## config.mk

```make
export PLATFORM = sky130hd
export DESIGN_NAME = sd_average_n
export DESIGN_NICKNAME = d
export VERILOG_FILES = /design/src/rtl/sd_average_n.sv
export SDC_FILE = /design/constraint.sdc
export NUM_CORES = 1
export LEC_CHECK = 0
export CORE_ASPECT_RATIO = 1.4
export CORE_MARGIN = 2
export CORE_UTILIZATION = 47
export CTS_CLUSTER_DIAMETER = 30
export DETAILED_ROUTE_END_ITERATION = 7
export PLACE_DENSITY = 0.76
export SLEW_MARGIN = 20
export SYNTH_ARGS = -nofsm -noshare
export SYNTH_HDL_FRONTEND = slang
export SYNTH_SLANG_ARGS = --single-unit
```

## constraint.sdc

```tcl
create_clock -name clk -period 8.38 [get_ports clk]
set_input_delay 1.676 -clock clk [delete_from_list [all_inputs] [get_ports clk]]
set_output_delay 1.676 -clock clk [all_outputs]
set_load 0.005 [all_outputs]
```

## src/rtl/sd_average_n.sv

```systemverilog
// sd_average_n: averages CHANNELS masked 1-bit sigma-delta streams into one
// sigma-delta stream, and decimates the masked ones-count into a PCM word.
module sd_average_n #(
  parameter int                  CHANNELS   = 4,
  parameter int                  DECIM_LOG2 = 4,
  parameter logic [CHANNELS-1:0] MASK_INIT  = '1,
  localparam int                 CW         = $clog2(CHANNELS+1),
  localparam int                 W          = CW + DECIM_LOG2,
  localparam int                 AW         = CW + 1
) (
  input  logic                clk,
  input  logic                rst,
  input  logic                en,
  input  logic [CHANNELS-1:0] in,
  input  logic [CHANNELS-1:0] mask_in,
  input  logic                mask_load,
  output logic                sd_out,
  output logic [W-1:0]        pcm_out,
  output logic                pcm_valid
);

  logic [CHANNELS-1:0]   mask_q, mask_d;
  logic [AW-1:0]         acc_q, acc_d;
  logic [DECIM_LOG2-1:0] wcnt_q, wcnt_d;
  logic [W-1:0]          wsum_q, wsum_d;
  logic [W-1:0]          pcm_q, pcm_d;
  logic                  sd_q, sd_d;
  logic                  vld_q, vld_d;

  logic [CW-1:0] ones, m;
  logic [AW-1:0] sum;

  // Popcounts of the live mask and of the masked input bits.
  always_comb begin
    ones = '0;
    m    = '0;
    for (int i = 0; i < CHANNELS; i++) begin
      ones = ones + CW'(in[i] & mask_q[i]);
      m    = m + CW'(mask_q[i]);
    end
  end

  // Next state: mask reload beats sampling; otherwise error-feedback
  // modulator plus window accumulator advance on enabled cycles.
  always_comb begin
    mask_d = mask_q;
    acc_d  = acc_q;
    wcnt_d = wcnt_q;
    wsum_d = wsum_q;
    pcm_d  = pcm_q;
    sd_d   = sd_q;
    vld_d  = 1'b0;
    sum    = acc_q + AW'(ones);
    if (mask_load) begin
      // Sample in this cycle is dropped; partial window is thrown away.
      mask_d = mask_in;
      acc_d  = '0;
      wcnt_d = '0;
      wsum_d = '0;
    end else if (en) begin
      if (m == '0) begin
        sd_d  = 1'b0;
        acc_d = '0;
      end else if (sum >= AW'(m)) begin
        sd_d  = 1'b1;
        acc_d = sum - AW'(m);
      end else begin
        sd_d  = 1'b0;
        acc_d = sum;
      end
      wcnt_d = wcnt_q + 1'b1;
      if (wcnt_q == '1) begin
        pcm_d  = wsum_q + W'(ones);
        vld_d  = 1'b1;
        wsum_d = '0;
      end else begin
        wsum_d = wsum_q + W'(ones);
      end
    end
  end

  // State registers with synchronous active-low reset.
  always_ff @(posedge clk) begin
    if (!rst) begin
      mask_q <= MASK_INIT;
      acc_q  <= '0;
      wcnt_q <= '0;
      wsum_q <= '0;
      pcm_q  <= '0;
      sd_q   <= 1'b0;
      vld_q  <= 1'b0;
    end else begin
      mask_q <= mask_d;
      acc_q  <= acc_d;
      wcnt_q <= wcnt_d;
      wsum_q <= wsum_d;
      pcm_q  <= pcm_d;
      sd_q   <= sd_d;
      vld_q  <= vld_d;
    end
  end

  assign sd_out    = sd_q;
  assign pcm_out   = pcm_q;
  assign pcm_valid = vld_q;

endmodule

```

==> results_dict.tcl <==
set metrics [dict create \
    dpl.cell_count 252 \
    dpl_worst_slack_ns 2.71 \
    cts_hold_buffers 0 \
    drt_iter0_drc 18 \
    finalNetCount 245 \
    die_w_um 56.2 \
    dpl.hpwl_um 2700 \
    final-instance-count-excl-fill 256 \
    vias 1375 \
    power_density_nw_per_um2 202 \
    fillers 344 \
    synth_warnings 0 \
    use_met2 0.306 \
    internal-power_w 0.000278 \
    synth_area_per_cell_um2 9.09 \
    combPwrFrac 0.397 \
    switchingPower_w 0.000140 \
    antenna_found_initial 0 \
    cp.arrival_ns 5.57 \
    grt_pass1_wl_um 6100 \
    fin_ws_ns 3.01 \
    gp_congestion 0.829 \
    syn_nets 227 \
    clock_skew_ns 0.00282 \
    ys_ff_latch 28 \
    worstPathMaxFanout 7 \
    required_ns 8.58 \
    worst_pin_slew_ns 0.730 \
    die_h_um 77.0 \
    p_leak_nw 0.864 \
    ys_types 47 \
    power_switching_share 0.336 \
    ir_drop_uv 167 \
    grt_max_degree 17 \
    ios 21 \
    vias_per_cell 5.37 \
    p_clk_frac 0.252 \
    hold_path.class "register to register" \
    syn_to_final_growth_pct 15.7 \
    dieArea_um2 4330 \
    wire_per_inst_um 13.4 \
    cts.repair.resized 0 \
    numClockSinks 28 \
    cts_htree_levels 1 \
    synthCells 197 \
    rows 26 \
    fmax_mhz 186 \
    slew_viol_final 0 \
    cts_tree "done" \
    cts-root-buf "clkbuf_8" \
    fin_tns_setup_ns 0 \
    routed_wl_um 3430 \
    relSlewSlack 0.512 \
    maxCapViolCount 0 \
    finalHoldViolCount 0 \
    synth_top_area_frac 0.313 \
    seq_area_frac_synth 0.313 \
    p_seq_frac 0.351 \
    drc 0 \
    drive_gt1_frac 0.0841 \
    clk_pin_slew_ns 0.09 \
    final_cell_mix "dfxtp_1, nand2_1, clkdlybuf4s50_1" \
    cp-start-kind "primary input" \
    ant_nets 0 \
    synth_ff_type "dfxtp_1" \
    async_reset_ff_frac 0 \
    grt_busiest_layer "met2" \
    post-cts-setup-buffer-count 0 \
    gr-usage-met3 0.0202 \
    synth_edf_count 0 \
    final_util 0.568 \
    cts_max_path_buffers 2 \
    setup_viol 0 \
    start_util 0.491 \
    grt_pass1_vias 1395 \
    rsz0062_at_grt "false" \
    core_um2 3640 \
    endpoint_kind "register" \
    gr-total-overflow 0 \
    crit_type "primary input to register" \
    synth_area_leader_cell "dfxtp_1" \
    antennaDiodeCount 0 \
    cts_buffers 3 \
    grt_usage 0.172 \
    grtUsageMet1 0.213 \
    final_common_cell "dfxtp_1" \
    hold_slack_ns 0.471 \
    dr.pass1.iters 4 \
    synth_area_leaders "dfxtp_1, ha_1, fa_1, nand2_1, a21oi_1" \
    finalCritPeriodShare 0.641 \
    status "finished, final reports clean" \
    synthesis.area_um2 1790 \
    clock_latency_ns 0.27 \
    period_minus_slack_ns 5.37 \
    io_buffers 20 \
]
through the flow:
step | area, um2 | power [W]
after global routing | 2070 | 0.000448
after global placement | 2000 | 0.000315
after detailed placement | 2000 | 0.000317
final | 2070 | 0.000418
after floorplan | 1790 | 0.000281
after CTS | 2070 | 0.000424
power groups by stage:
| stage | Sequential [W] | Combinational, W | Clock [W] |
|---|---|---|---|
| CTS | 0.000147 | 0.000168 | 0.000109 |
| global placement | 0.000150 | 0.000165 | 0 |
| global route | 0.000148 | 0.000186 | 0.000114 |
| finish | 0.000147 | 0.000166 | 0.000105 |
| floorplan | 0.000148 | 0.000133 | 0 |
| detailed placement | 0.000150 | 0.000167 | 0 |
cell type report:
class | count | area [um2] | area share
Sequential cell | 28 | 561 | 0.271
Multi-Input combinational cell | 147 | 1130 | 0.546
Clock buffer | 3 | 41.3 | 0.0199
Timing Repair Buffer | 20 | 200 | 0.0967
Inverter | 15 | 56.3 | 0.0272
Tap cell | 42 | 52.6 | 0.0254
Clock inverter | 1 | 30.0 | 0.0145
worst paths after layout:
path	startpoint	to	slack (ns)	depth (start not counted)
min reg2reg	pcm_out[3]$_SDFFE_PN0P_	pcm_out[3]$_SDFFE_PN0P_	0.47	2
max	in[0]	acc_q[0]$_SDFFE_PP0P_	3.01	15
max reg2reg	mask_q[0]$_SDFFE_PN1P_	acc_q[0]$_SDFFE_PP0P_	4.45	14
min	pcm_out[3]$_SDFFE_PN0P_	pcm_out[3]$_SDFFE_PN0P_	0.47	2
worst max-delay path, cell delays in order:
cell             delay (ns)
clkdlybuf4s50_1        0.45
nand2_1                0.07
fa_1                   0.55
inv_1                  0.04
ha_1                   0.22
ha_1                   0.32
inv_1                  0.09
fa_1                   0.53
inv_1                  0.07
fa_1                   0.46
a21o_2                 0.22
a21oi_4                0.21
nand4b_2               0.23
and3_1                 0.26
o31ai_2                0.15
logic make-up after synthesis:
kind of cell | count (synthesis) | share of synthesized area
multiplexers | 6 | 0.0335
adder cells (fa/ha/maj) | 18 | 0.147
flip-flops | 28 | 0.313
AO/OA/AOI/OAI | 41 | 0.179
buffers and inverters | 22 | 0.0559
XOR/XNOR | 12 | 0.0587
AND/OR/NAND/NOR | 70 | 0.213
registers in the layout (all words and copies together) (netlist names):
signal / cells
pcm_out: 7
wsum_q: 7
acc_q: 4
mask_q: 4
wcnt_q: 4
pcm_valid: 1
sd_out: 1
per-layer routing:
layer  routed length [um]  vias up
li1                     -      713
met1                 1480      639
met2                 1800       18
met3                   91        5
met4                   56        0
met5                    0        -
Yosys cell counts, types with 2 or more instances:
library cell / instances
ha_1: 13
xor2_1: 5
a31oi_1: 2
o31ai_2: 2
and3_1: 2
nor2_1: 15
nand2_1: 20
o221a_2: 2
inv_1: 15
nand3_1: 3
dfxtp_1: 28
mux2i_1: 6
buf_4: 2
nand4_1: 3
nor2b_1: 5
a211o_1: 2
o21ai_0: 6
clkbuf_1: 2
nor3_1: 4
and2_1: 5
nand2b_1: 4
xnor2_1: 7
o211a_1: 4
a21oi_1: 13
fa_1: 5
No activity file was read; power rests on OpenSTA's default activity.
